`config.mk`:
```
export PLATFORM = sky130hd
export DESIGN_NAME = row_buf_ctrl
export DESIGN_NICKNAME = d
export VERILOG_FILES = /design/src/rtl/row_buf_ctrl.sv
export SDC_FILE = /design/constraint.sdc
export NUM_CORES = 1
export LEC_CHECK = 0
export BUFFER_PORTS_ARGS = -buffer_cell sky130_fd_sc_hd__buf_2
export CAP_MARGIN = 5
export CORE_AREA = 2 2 89 156
export CTS_CLUSTER_SIZE = 14
export DETAILED_ROUTE_END_ITERATION = 8
export DIE_AREA = 0 0 91 158
export GPL_ROUTABILITY_DRIVEN = 0
export GPL_TIMING_DRIVEN = 1
export SLEW_MARGIN = 10
export SYNTH_ARGS = -nofsm -noshare
export SYNTH_HDL_FRONTEND = slang
export SYNTH_SLANG_ARGS = --single-unit
```
`constraint.sdc`:
```
create_clock -name i_clk -period 3.6 [get_ports i_clk]
set_input_delay 1.08 -clock i_clk [delete_from_list [all_inputs] [get_ports i_clk]]
set_output_delay 1.08 -clock i_clk [all_outputs]
set_load 0.03 [all_outputs]
```
`src/rtl/row_buf_ctrl.sv`:
```
// -----------------------------------------------------------------------------
// row_buf_ctrl
//
// Sequencing controller for a single-row true dual-port line-buffer RAM.
// Each accepted raster pixel is written into the row buffer (port A) one
// cycle after it arrives, while the pixel at the same column of the previous
// row is read back through port B in the arrival cycle. The block emits
// vertically aligned pixel pairs (current, above) two cycles after the input.
//
// Build option:
//   ROW_BUF_BORDER_REPLICATE_EN - when defined, row 0 also produces output
//                                 pairs with o_win_up = o_win_cur.
//
// Ports:
//   i_clk, i_rst_n     clock (rising edge), asynchronous active-low reset
//   i_pix_valid        input pixel qualifier (gaps allowed, no backpressure)
//   i_pix_data         input pixel
//   i_sof              start of frame, qualified by i_pix_valid
//   addra/wea/dina     RAM port A (write), registered one cycle after input
//   addrb/enb          RAM port B (read), combinational in the input cycle
//   doutb              RAM port B read data, one cycle after enb
//   o_win_valid        output pair qualifier
//   o_win_cur/o_win_up current-row pixel and same-column pixel one row above
//   o_win_col/o_win_row  position of o_win_cur
//   o_eol              marks the last column of an output row
//   o_frame_done       one-cycle pulse with the final write of the frame
// -----------------------------------------------------------------------------
module row_buf_ctrl #(
    parameter int P_ROW_WIDTH     = 256,
    parameter int P_ROW_NUM       = 256,
    parameter int P_DATA_WIDTH    = 8,
    parameter int P_ADDR_WIDTH    = 12,
    parameter int P_ROW_CNT_WIDTH = 12
) (
    input  logic                       i_clk,
    input  logic                       i_rst_n,
    input  logic                       i_pix_valid,
    input  logic [P_DATA_WIDTH-1:0]    i_pix_data,
    input  logic                       i_sof,
    output logic [P_ADDR_WIDTH-1:0]    addra,
    output logic                       wea,
    output logic [P_DATA_WIDTH-1:0]    dina,
    output logic [P_ADDR_WIDTH-1:0]    addrb,
    output logic                       enb,
    input  logic [P_DATA_WIDTH-1:0]    doutb,
    output logic                       o_win_valid,
    output logic [P_DATA_WIDTH-1:0]    o_win_cur,
    output logic [P_DATA_WIDTH-1:0]    o_win_up,
    output logic [P_ADDR_WIDTH-1:0]    o_win_col,
    output logic [P_ROW_CNT_WIDTH-1:0] o_win_row,
    output logic                       o_eol,
    output logic                       o_frame_done
);

    localparam logic [P_ADDR_WIDTH-1:0]    COL_LAST = P_ADDR_WIDTH'(P_ROW_WIDTH - 1);
    localparam logic [P_ROW_CNT_WIDTH-1:0] ROW_LAST = P_ROW_CNT_WIDTH'(P_ROW_NUM - 1);
    localparam logic [P_ADDR_WIDTH-1:0]    COL_ONE  = P_ADDR_WIDTH'(1);
    localparam logic [P_ROW_CNT_WIDTH-1:0] ROW_ONE  = P_ROW_CNT_WIDTH'(1);

    typedef enum logic [1:0] {
        ST_IDLE   = 2'd0,
        ST_FILL   = 2'd1,
        ST_STREAM = 2'd2,
        ST_DONE   = 2'd3
    } state_t;

    // ---------------------------------------------------------------------
    // Control state
    // ---------------------------------------------------------------------
    state_t                     state_q, state_d;
    logic [P_ADDR_WIDTH-1:0]    col_q, col_d;
    logic [P_ROW_CNT_WIDTH-1:0] row_q, row_d;

    // Position/state that applies to the pixel on the inputs this cycle.
    // A qualified i_sof overrides the counters so the pixel is taken as (0,0).
    state_t                     state_eff_s;
    logic [P_ADDR_WIDTH-1:0]    col_eff_s;
    logic [P_ROW_CNT_WIDTH-1:0] row_eff_s;
    logic                       active_s;
    logic                       accept_s;
    logic                       col_wrap_s;
    logic                       rd_s;
    logic                       emit_s;
    logic                       rep_s;
    logic                       last_pix_s;

    // ---------------------------------------------------------------------
    // Pipeline registers
    // ---------------------------------------------------------------------
    // Write stage (T+1)
    logic                       wea_q, wea_d;
    logic [P_ADDR_WIDTH-1:0]    addra_q, addra_d;
    logic [P_DATA_WIDTH-1:0]    dina_q, dina_d;
    logic                       frame_done_q, frame_done_d;
    // Alignment stage (T+1), carries the current pixel alongside the read
    logic                       p1_valid_q, p1_valid_d;
    logic                       p1_rep_q, p1_rep_d;
    logic [P_DATA_WIDTH-1:0]    p1_cur_q, p1_cur_d;
    logic [P_ADDR_WIDTH-1:0]    p1_col_q, p1_col_d;
    logic [P_ROW_CNT_WIDTH-1:0] p1_row_q, p1_row_d;
    // Output stage (T+2)
    logic                       win_valid_q, win_valid_d;
    logic [P_DATA_WIDTH-1:0]    win_cur_q, win_cur_d;
    logic [P_DATA_WIDTH-1:0]    win_up_q, win_up_d;
    logic [P_ADDR_WIDTH-1:0]    win_col_q, win_col_d;
    logic [P_ROW_CNT_WIDTH-1:0] win_row_q, win_row_d;
    logic                       eol_q, eol_d;

    // Resolve the effective position of the incoming pixel and whether it is accepted
    always_comb begin
        state_eff_s = state_q;
        col_eff_s   = col_q;
        row_eff_s   = row_q;
        if (i_pix_valid && i_sof) begin
            state_eff_s = ST_FILL;
            col_eff_s   = {P_ADDR_WIDTH{1'b0}};
            row_eff_s   = {P_ROW_CNT_WIDTH{1'b0}};
        end else begin
            state_eff_s = state_q;
            col_eff_s   = col_q;
            row_eff_s   = row_q;
        end

        case (state_eff_s)
            ST_FILL:   active_s = 1'b1;
            ST_STREAM: active_s = 1'b1;
            ST_IDLE:   active_s = 1'b0;
            ST_DONE:   active_s = 1'b0;
            default:   active_s = 1'b0;
        endcase

        accept_s   = i_pix_valid && active_s;
        col_wrap_s = (col_eff_s == COL_LAST);
        rd_s       = accept_s && (state_eff_s == ST_STREAM);
        last_pix_s = rd_s && col_wrap_s && (row_eff_s == ROW_LAST);

`ifdef ROW_BUF_BORDER_REPLICATE_EN
        // Row 0 is emitted too; its "above" pixel is the pixel itself.
        emit_s = accept_s;
        rep_s  = accept_s && (state_eff_s == ST_FILL);
`else
        emit_s = rd_s;
        rep_s  = 1'b0;
`endif
    end

    // Next-state logic for the FSM and the column/row counters
    always_comb begin
        state_d = state_q;
        col_d   = col_q;
        row_d   = row_q;
        if (accept_s) begin
            if (col_wrap_s) begin
                col_d = {P_ADDR_WIDTH{1'b0}};
                if ((state_eff_s == ST_STREAM) && (row_eff_s == ROW_LAST)) begin
                    row_d   = {P_ROW_CNT_WIDTH{1'b0}};
                    state_d = ST_DONE;
                end else begin
                    row_d   = row_eff_s + ROW_ONE;
                    state_d = ST_STREAM;
                end
            end else begin
                col_d   = col_eff_s + COL_ONE;
                row_d   = row_eff_s;
                state_d = state_eff_s;
            end
        end else begin
            state_d = state_q;
            col_d   = col_q;
            row_d   = row_q;
        end
    end

    // FSM and counter registers
    always_ff @(posedge i_clk or negedge i_rst_n) begin
        if (!i_rst_n) begin
            state_q <= ST_IDLE;
            col_q   <= {P_ADDR_WIDTH{1'b0}};
            row_q   <= {P_ROW_CNT_WIDTH{1'b0}};
        end else begin
            state_q <= state_d;
            col_q   <= col_d;
            row_q   <= row_d;
        end
    end

    // Read port: issued in the arrival cycle so doutb lines up with the write stage.
    // Port A writes column c one cycle later, so A and B never hit the same
    // column in the same cycle.
    assign enb   = rd_s;
    assign addrb = col_eff_s;

    // Next values for the write and alignment stages; data holds when idle
    always_comb begin
        wea_d        = accept_s;
        frame_done_d = last_pix_s;
        p1_valid_d   = emit_s;
        p1_rep_d     = rep_s;
        if (accept_s) begin
            addra_d  = col_eff_s;
            dina_d   = i_pix_data;
            p1_cur_d = i_pix_data;
            p1_col_d = col_eff_s;
            p1_row_d = row_eff_s;
        end else begin
            addra_d  = addra_q;
            dina_d   = dina_q;
            p1_cur_d = p1_cur_q;
            p1_col_d = p1_col_q;
            p1_row_d = p1_row_q;
        end
    end

    // Next values for the output stage: pair the delayed pixel with the RAM read data
    always_comb begin
        win_valid_d = p1_valid_q;
        eol_d       = p1_valid_q && (p1_col_q == COL_LAST);
        if (p1_valid_q) begin
            win_cur_d = p1_cur_q;
            win_col_d = p1_col_q;
            win_row_d = p1_row_q;
            if (p1_rep_q) begin
                win_up_d = p1_cur_q;
            end else begin
                win_up_d = doutb;
            end
        end else begin
            win_cur_d = win_cur_q;
            win_up_d  = win_up_q;
            win_col_d = win_col_q;
            win_row_d = win_row_q;
        end
    end

    // Pipeline registers; reset flushes any pending write and output
    always_ff @(posedge i_clk or negedge i_rst_n) begin
        if (!i_rst_n) begin
            wea_q        <= 1'b0;
            addra_q      <= {P_ADDR_WIDTH{1'b0}};
            dina_q       <= {P_DATA_WIDTH{1'b0}};
            frame_done_q <= 1'b0;
            p1_valid_q   <= 1'b0;
            p1_rep_q     <= 1'b0;
            p1_cur_q     <= {P_DATA_WIDTH{1'b0}};
            p1_col_q     <= {P_ADDR_WIDTH{1'b0}};
            p1_row_q     <= {P_ROW_CNT_WIDTH{1'b0}};
            win_valid_q  <= 1'b0;
            win_cur_q    <= {P_DATA_WIDTH{1'b0}};
            win_up_q     <= {P_DATA_WIDTH{1'b0}};
            win_col_q    <= {P_ADDR_WIDTH{1'b0}};
            win_row_q    <= {P_ROW_CNT_WIDTH{1'b0}};
            eol_q        <= 1'b0;
        end else begin
            wea_q        <= wea_d;
            addra_q      <= addra_d;
            dina_q       <= dina_d;
            frame_done_q <= frame_done_d;
            p1_valid_q   <= p1_valid_d;
            p1_rep_q     <= p1_rep_d;
            p1_cur_q     <= p1_cur_d;
            p1_col_q     <= p1_col_d;
            p1_row_q     <= p1_row_d;
            win_valid_q  <= win_valid_d;
            win_cur_q    <= win_cur_d;
            win_up_q     <= win_up_d;
            win_col_q    <= win_col_d;
            win_row_q    <= win_row_d;
            eol_q        <= eol_d;
        end
    end

    assign wea          = wea_q;
    assign addra        = addra_q;
    assign dina         = dina_q;
    assign o_frame_done = frame_done_q;
    assign o_win_valid  = win_valid_q;
    assign o_win_cur    = win_cur_q;
    assign o_win_up     = win_up_q;
    assign o_win_col    = win_col_q;
    assign o_win_row    = win_row_q;
    assign o_eol        = eol_q;

endmodule

```
==> impl_results.md, run 1 <==
- Worst Hold Path Cells: 2
- Dominant cells by area after synthesis: dfrtp_1, mux2_2, nand2_1
- First drt pass iteration count: 4
- GRT Util Overall: 0.1652
- Rows: 56
- Register area share after synthesis: 0.5702
- Syn nets: 429
- Setup_tns: 0 ns
- CTS max path bufs: 2
- Most common library cells after synthesis: dfrtp_1, nand2_1, mux2_2, o21ai_0, clkbuf_1
- Mapped cell area: 4521 sq um
- Multi-input gate area: 1841 sq um
- H-Tree Depth: 3
- Post-CTS setup buffers: 0
- Worst slew pin tran: 1.004 ns
- Min Tclk post-route: 3.406 ns
- Number of global-route vias before repair: 3662
- Post-route ant nets: 0
- Clock slew at reported path FFs: 0.07 ns
- Final setup vio count: 0
- Fill count: 1311
- Largest net degree at the start of global routing: 64
- Worst Path Arrival: 2.33 ns
- Reg area: 2579 sq um
- R2R setup slack: 1.17 ns
- Worst setup SP type: input pin
- Hold WC Path Type: reg -> reg
- Die Wd: 91 um
- CTS Hold Bufs: 0
- Hold path endpoint: p1_row_q[1]
- Final nets: 537
- Core area: 13170 sq um
- Final Routed Wirelength: 11.82 mm
- Drt initial violations: 177
- Clk root buf: clkbuf_16
- First-pass GRT wire length: 18.46 mm
- Die area: 14380 sq um
- Slew margin rel.: 0.3307
- Initial antenna violation count: 0
- Distinct cells, synth: 52
- RSZ-0062 raised after global routing: no
- Avg Cell Area, Syn: 11.13 sq um
- Die Y: 158 um
- Cts repair resizes: 0
- Layout cell share with drive strength beyond 1: 0.3738
- Vias after detailed routing: 3589
- Sink Count: 103
- Top cell type by total area after synthesis: dfrtp_1
- R2R depth: 4
- Clock skew: 0.004835 ns
- Final period util: 0.9461
- Area grow syn2layout: 23.89%
- Outcome: completed
- Post-synth EDFFs: 0
- Worst path required time: 2.52 ns
- CTS tree: yes
- Min-delay src: p1_row_q[1]
- Drc violations: 0
- Via/cell ratio: 5.179
- Syn Inst Count: 406
- Most common cell in the netlist: dfrtp_1
- Cts bufs inserted: 9
- Nature of the critical path endpoint: output pin
- I/O Buffers: 96
- Post-Place Setup Slack: 0.1858 ns
- I/O pin cnt: 97
- P per Cell Area: 456.1 nW/um^2
- Final worst setup slack: 0.1941 ns
- Max-cap viol count: 0
- Max Slew Vio Count: 0
- DPL Wire Length: 8.392 mm
- Insertion delay to the later sink of the worst-skew pair: 0.34 ns
- Worst r2r src: col_q[8]
- Diode count: 0
- Max IR drop VDD: 0.1868 mV
- Critical path type: in -> out
- Min Hold Slack: 0.4857 ns
- Top cell type's share of synthesized area: 0.5702
- Wire per inst: 17.05 um
- Critical R2R Capture: row_q[7]
- Static Leak: 0.002857 uW
- Initial core utilization: 0.3432
- Post-synth ARST share: 1.000
- Max Fclk: 293.6 MHz
- Remaining Overflow, GRT: 0
- YS warnings: 0
- Post-synth top flop: dfrtp_1
- Final Hold Fails: 0
- Seq cells post-synth: 103
- CP Max Fanout: 3
## worst max-delay path by stage
| stage | from | endpoint | slack [ns] | depth (start not counted) |
|---|---|---|---|---|
| 2_1_floorplan | i_pix_valid | enb | 0.006 | 8 |
| 3_3_place_gp | i_pix_valid | enb | 0.20 | 8 |
| 3_5_place_dp | i_pix_valid | enb | 0.19 | 8 |
| 4_1_cts | i_pix_valid | enb | 0.19 | 8 |
| 5_1_grt | i_pix_valid | enb | 0.13 | 8 |
| 6_report | i_pix_valid | enb | 0.19 | 8 |
## metal layers
metal / share of wire / vias up / track usage
met4: 0.044 / 0 / 0.09380
li1: - / 1671 / -
met1: 0.36 / 1771 / 0.1615
met5: 0 / - / 0
met2: 0.55 / 118 / 0.3160
met3: 0.044 / 29 / 0.03617
## logic make-up (layout without fill, tap and decap cells)
| group | count (synthesis) | in the layout | share of synthesized area |
|---|---|---|---|
| muxes | 49 | 49 | 0.1215 |
| DFF | 103 | 103 | 0.5702 |
| and+or+nand+nor | 155 | 155 | 0.1722 |
| adders and majority gates | 3 | 3 | 0.008304 |
| buffers and inverters | 28 | 141 | 0.02380 |
| AOI/OAI and AO/OA | 68 | 68 | 0.1041 |
## layout by cell type (no fill, tap or decap), types with 3 or more instances in the layout
master and instances:
or3_1 4, inv_1 6, nor2_1 11, a31o_2 3
nand4_1 7, buf_4 22, or4_1 5, nand2_1 73
buf_2 95, a21oi_1 7, mux2_2 47, nor3_1 6
o41ai_1 3, nand3_1 11, and2_1 13, nor4_1 6
clkbuf_16 9, ha_1 3, a22o_1 10, o31ai_1 4
dfrtp_1 102, o21ai_0 23, o211ai_1 4
## power breakdown
group          switching [uW]  internal, uW  total [uW]
logic                     244           118         363
clock network             413           491         904
registers                71.4          1220        1290
## per-stage QoR
stage | instances | total power (uW) | util | instance area (sq um)
final | 693 | 2554 | 0.4252 | 5600
after global routing | 693 | 2670 | 0.4252 | 5600
after CTS | 693 | 2584 | 0.4252 | 5600
after detailed placement | 677 | 1678 | 0.4042 | 5324
after global placement | 677 | 1671 | 0.4042 | 5324
after floorplan | 406 | 1512 | - | 4526
## cell type report
cell class / instances / share of cell area
clock buffers: 12 / 0.04401
clock inverters: 4 / 0.005362
inverters: 7 / 0.004692
multi-input cells: 275 / 0.3286
flip-flops and latches: 103 / 0.4605
well taps: 174 / 0.03887
repair buffers: 118 / 0.1180
## flip-flops by register name (all words and copies together), names as in the netlist
register,count
col_q,12
p1_valid_q,1
o_win_cur,8
wea,1
o_eol,1
p1_cur_q,8
state_q,2
o_frame_done,1
o_win_row,12
p1_row_q,12
o_win_col,12
row_q,12
o_win_up,8
o_win_valid,1
p1_col_q,12
## critical path: stages
cell and delay (ns):
buf_2 0.11, and2_1 0.16, nor2_1 0.09, ha_1 0.25
nand2b_2 0.20, inv_2 0.06, and2_4 0.17, buf_2 0.21
Power figures use the tool's default switching activity.
==> run 2, diff against run 1 <==
Settings changed: ABC_AREA set to 0, SETUP_SLACK_MARGIN set to 0.2.
==> run 2 against run 1 <==
Core utilization is 0.21 points higher. Combinational power decreased by 2%. Routed wire length down 1.6%. Clock skew rose by 0.0043 ns.
==> impl_results.md, run 2 (synthesized netlist as in run 1, its figures left out) <==
- Static Leak: 0.002866 uW (+0.30%)
- Post-route cell area: 5628 sq um (+0.49%)
- Clock skew: 0.009152 ns (+0.004317 ns)
- Worst path required time: 2.52 ns (about the same)
- Cts repair resizes: 0 (unchanged)
- Max IR drop VDD: 0.2256 mV (+21%)
- DPL Wire Length: 8.248 mm (-1.7%)
- I/O pin cnt: 97 (unchanged)
- Final setup vio count: 0 (unchanged)
- Critical path launch point: i_pix_valid
- Sink Count: 103 (unchanged)
- Max-cap viol count: 0 (unchanged)
- CTS max path bufs: 2 (unchanged)
- NetSw: 757.3 uW (+3.9%)
- First drt pass iteration count: 4 (unchanged)
- CTS tree: yes
- Cts bufs inserted: 9 (unchanged)
- Post-CTS setup buffers: 0 (unchanged)
- P_int: 1892 uW (+3.6%)
- Drt initial violations: 126 (-29%)
- CP max stage delay: 0.30 ns (+0.05 ns)
- Worst r2r src: col_q[8]
- GRT Util Overall: 0.1645 (-0.0007271)
- Die Y: 158 um (unchanged)
- Hold WC Path Type: reg -> reg
- H-Tree Depth: 3 (unchanged)
- Setup_tns: 0 ns (unchanged)
- Final nets: 533 (-0.74%)
- Die Wd: 91 um (unchanged)
- Insertion delay to the later sink of the worst-skew pair: 0.34 ns (about the same)
- Placed cell areas: 5319 sq um (about the same)
- Worst slew pin tran: 0.9993 ns (-0.004560 ns)
- Slew margin rel.: 0.3338 (+0.003040)
- Combinational power share: 0.135 (-0.007)
- Clock slew at reported path FFs: 0.07 ns (about the same)
- Worst setup SP type: input pin
- Core Util, Final: 0.4272 (+0.002090)
- Die area: 14380 sq um (unchanged)
- CTS Hold Bufs: 0 (unchanged)
- Rows: 56 (unchanged)
- Initial core utilization: 0.3432 (unchanged)
- Initial antenna violation count: 0 (unchanged)
- Crit-path slowest cell: ha_1
- Min-delay src: p1_row_q[5]
- Max Slew Vio Count: 0 (unchanged)
- Clock share of power: 0.379 (+0.025)
- RSZ-0062 raised after global routing: no
- Max Fclk: 299.8 MHz (+2.1%)
- Clk root buf: clkbuf_16
- I/O Buffers: 96 (unchanged)
- Number of global-route vias before repair: 3585 (-2.1%)
- PnR Total Power: 2649 uW (+3.7%)
- Outcome: completed
- Worst Path Arrival: 2.26 ns (-0.07 ns)
- Commonest non-fill, non-tap cell in the layout: dfrtp_1
- Share of power burned in registers: 0.486 (-0.018)
- Delay-heaviest family, CP: simple AND/OR/NAND/NOR gates
- Core area: 13170 sq um (unchanged)
- Most frequent cells in the layout: dfrtp_1, buf_2, nand2_1
- Diode count: 0 (unchanged)
- First-pass GRT wire length: 18.53 mm (+0.34%)
- P per Cell Area: 470.7 nW/um^2 (+3.2%)
- CP Buf/Inv Count: 3 (unchanged)
- Post-route ant nets: 0 (unchanged)
- Area grow syn2layout: 24.49%
- Nature of the critical path endpoint: output pin
- Final period util: 0.9266 (-0.01945)
- Min Tclk post-route: 3.336 ns (-0.07002 ns)
- Via/cell ratio: 5.131 (-0.93%)
- Layout cell share with drive strength beyond 1: 0.3767 (+0.002903)
- Wire per inst: 16.87 um (-1.0%)
- Vias after detailed routing: 3535 (-1.5%)
- Critical path type: in -> out
- Final Routed Wirelength: 11.63 mm (-1.6%)
- Largest net degree at the start of global routing: 56 (-13%)
- Sw Share: 0.2859 (+0.0005171)
- Final Hold Fails: 0 (unchanged)
- Remaining Overflow, GRT: 0 (unchanged)
- CP Max Fanout: 3 (unchanged)
- Fill count: 1300 (-0.84%)
- Drc violations: 0 (unchanged)
- Cell Chain, Critical Path: buf_2 -> nand2_2 -> and2_1 -> ha_1 -> nand2b_4 -> inv_4 -> and2_4 -> buf_4
run 2: cell count changes in the layout (fill, tap and decap cells not counted), sizes merged:
| cell | before | now |
|---|---|---|
| bufinv | 0 | 1 |
| inv | 8 | 9 |
| buf | 118 | 114 |
| clkbuf | 12 | 10 |
run 2: metrics by stage:
| stage | std cells | hold slack (ns) | worst slack [ns] |
|---|---|---|---|
| floorplan | 406 | 0.3519 | 0.2072 |
| global route | 689 | 0.5077 | 0.2048 |
| finish | 689 | 0.4817 | 0.2641 |
| CTS | 689 | 0.4880 | 0.2222 |
| global placement | 673 | 0.4669 | 0.2310 |
| detailed placement | 673 | 0.4717 | 0.2039 |
run 2: area by class of cell:
class	count	area, sq um	area share
sequential	103	2579	0.4582
multi-input combinational	275	1851	0.3288
timing repair buffer	114	645.6	0.1147
clock buffer	10	239.0	0.04246
tap	174	217.7	0.03868
clock inverter	6	67.56	0.01201
inverter	7	28.78	0.005113
run 2: per-layer routing:
layer / up-vias / global-route usage / wire [um]
li1: 1664 / - / -
met1: 1734 / 0.1759 / 4434
met2: 109 / 0.3019 / 6204
met3: 28 / 0.03094 / 544
met4: 0 / 0.09163 / 444
met5: - / 0 / 0
run 2: power by group through the flow:
| stage | sequential (uW) | clock, uW | combinational, uW |
|---|---|---|---|
| after global placement | 1310 | 0 | 359 |
| after global routing | 1300 | 1070 | 387 |
| after CTS | 1290 | 1030 | 363 |
| final | 1290 | 1000 | 357 |
| after floorplan | 1340 | 0 | 172 |
| after detailed placement | 1310 | 0 | 362 |
run 2: path summary, 6_finish.rpt:
check / to / slack [ns] / cells after the start
max in group asynchronous: col_q[9] / 2.13 / 2
max: enb / 0.26 / 8
max reg2reg: row_q[11] / 1.15 / 4
min reg2reg: p1_row_q[5] / 0.48 / 2
min in group asynchronous: p1_cur_q[0] / 0.72 / 1
min: p1_row_q[5] / 0.48 / 2
run 2: worst min-delay path: cells and delay by family (launching register included):
family	cells	cell delay, ns
DFF	1	0.34
AOI/OAI and AO/OA	1	0.06
and+or+nand+nor	1	0.04
==> run 3, diff against run 2 <==
Settings changed: MAX_ROUTING_LAYER set to met4.
==> run 3 against run 2 <==
Setup slack worse by 0.0072 ns. Routed wire length about the same. Cell count unchanged. Sequential power about the same. Count of clock-buffer cells in the layout unchanged. Critical path type unchanged. Critical endpoint unchanged.
==> impl_results.md, run 3 (synthesized netlist as in run 1, its figures left out) <==
- Slew margin rel.: 0.3348 (+0.001025)
- Commonest non-fill, non-tap cell in the layout: dfrtp_1
- Min Tclk post-route: 3.343 ns (+0.007158 ns)
- CTS tree: yes
- Vias after detailed routing: 3567 (+0.91%)
- Initial antenna violation count: 0 (unchanged)
- Worst path required time: 2.52 ns (about the same)
- Hold WC Path Type: reg -> reg
- RSZ-0062 raised after global routing: no
- Drc violations: 0 (unchanged)
- Clock skew: 0.008318 ns (-0.0008339 ns)
- Die Wd: 91 um (unchanged)
- Cell Chain, Critical Path: buf_2 -> nand2_2 -> and2_1 -> ha_1 -> nand2b_4 -> inv_4 -> and2_4 -> buf_4
- Worst slew pin tran: 0.9978 ns (-0.001538 ns)
- Final period util: 0.9286 (+0.001988)
- Via/cell ratio: 5.177 (+0.91%)
- PnR Total Power: 2646 uW (about the same)
- Worst Path Arrival: 2.26 ns (about the same)
- Drt initial violations: 139 (+10%)
- Final Hold Fails: 0 (unchanged)
- CP Max Fanout: 3 (unchanged)
- Die Y: 158 um (unchanged)
- Max IR drop VDD: 0.2254 mV (-0.12%)
- Rows: 56 (unchanged)
- Number of global-route vias before repair: 3581 (-0.11%)
- Delay-heaviest family, CP: simple AND/OR/NAND/NOR gates
- Area grow syn2layout: 24.49% (unchanged)
- GRT Util Overall: 0.1692 (+0.004739)
- Cts repair resizes: 0 (unchanged)
- Core area: 13170 sq um (unchanged)
- First-pass GRT wire length: 18.53 mm (about the same)
- Remaining Overflow, GRT: 0 (unchanged)
- Clock slew at reported path FFs: 0.07 ns (about the same)
- Clk root buf: clkbuf_16
- CP Buf/Inv Count: 3 (unchanged)
- Cts bufs inserted: 9 (unchanged)
- CP max stage delay: 0.30 ns (about the same)
- I/O Buffers: 96 (unchanged)
- Max Fclk: 299.1 MHz (-0.21%)
- Placed cell areas: 5319 sq um (unchanged)
- Most frequent cells in the layout: dfrtp_1, buf_2, nand2_1
- Insertion delay to the later sink of the worst-skew pair: 0.34 ns (about the same)
- I/O pin cnt: 97 (unchanged)
- Min Hold Slack: 0.4817 ns (-0.00001100 ns)
- Diode count: 0 (unchanged)
- Final Routed Wirelength: 11.62 mm (about the same)
- Nature of the critical path endpoint: output pin
- Post-CTS setup buffers: 0 (unchanged)
- Critical path type: in -> out
- Die area: 14380 sq um (unchanged)
- Initial core utilization: 0.3432 (unchanged)
- CTS max path bufs: 2 (unchanged)
- Setup_tns: 0 ns (unchanged)
- Max Slew Vio Count: 0 (unchanged)
- Largest net degree at the start of global routing: 56 (unchanged)
- First drt pass iteration count: 4 (unchanged)
- Max-cap viol count: 0 (unchanged)
- Post-route cell area: 5628 sq um (unchanged)
- Crit-path slowest cell: ha_1
- Wire per inst: 16.86 um (about the same)
- P per Cell Area: 470.2 nW/um^2 (about the same)
- Final setup vio count: 0 (unchanged)
- Layout cell share with drive strength beyond 1: 0.3767 (unchanged)
- Final nets: 533 (unchanged)
- Sink Count: 103 (unchanged)
- DPL Wire Length: 8.248 mm (unchanged)
- H-Tree Depth: 3 (unchanged)
- Post-route ant nets: 0 (unchanged)
- CTS Hold Bufs: 0 (unchanged)
- Static Leak: 0.002866 uW (unchanged)
- Worst setup SP type: input pin
- Outcome: completed
==> run 3: cell counts in the layout (fill, tap and decap cells not counted) <==
No cell type changed its count.
==> run 3: path summary, 6_finish.rpt <==
kind | startpoint | to | slack (ns) | cells past startpoint
max | i_pix_valid | enb | 0.26 | 8
min | p1_row_q[5] | p1_row_q[5] | 0.48 | 2
max reg2reg | col_q[8] | row_q[11] | 1.15 | 4
min reg2reg | p1_row_q[5] | p1_row_q[5] | 0.48 | 2
max in group asynchronous | i_rst_n | row_q[11] | 2.13 | 2
min in group asynchronous | i_rst_n | col_q[3] | 0.73 | 1
==> run 3: worst min-delay path: cells and delay by family (launching register included) <==
kind	cells	cell delay, ns
compound gates	1	0.06
simple gates	1	0.04
flops	1	0.34
==> run 3: where the power goes <==
| group | leakage (uW) | total (uW) | switching [uW] | internal (uW) |
|---|---|---|---|---|
| Sequential | 0.00139 | 1290 | 72.4 | 1220 |
| Clock | 0.000151 | 1000 | 438 | 563 |
| Combinational | 0.00133 | 357 | 244 | 113 |
| Total | 0.00287 | 2650 | 755 | 1890 |
==> run 3: final cells by class <==
| type | count | area (sq um) |
|---|---|---|
| fill | 1300 | 7545 |
| sequential | 103 | 2579 |
| multi-input combinational | 275 | 1851 |
| timing repair buffer | 114 | 645.6 |
| clock buffer | 10 | 239.0 |
| tap | 174 | 217.7 |
| clock inverter | 6 | 67.56 |
| inverter | 7 | 28.78 |
==> run 3: routing by layer <==
layer	up-vias	global-route usage	part of all wire
li1	1667	-	-
met1	1753	0.1787	0.39
met2	113	0.3012	0.53
met3	34	0.02475	0.039
met4	0	0.09596	0.041
met5	-	-	0
==> run 3: metrics by stage <==
step                worst slack [ns]    util  instances
floorplan                     0.2072       -        406
global placement              0.2310  0.4038        673
detailed placement            0.2039  0.4038        673
CTS                           0.2222  0.4271        689
global route                  0.2048  0.4272        689
finish                        0.2570  0.4272        689
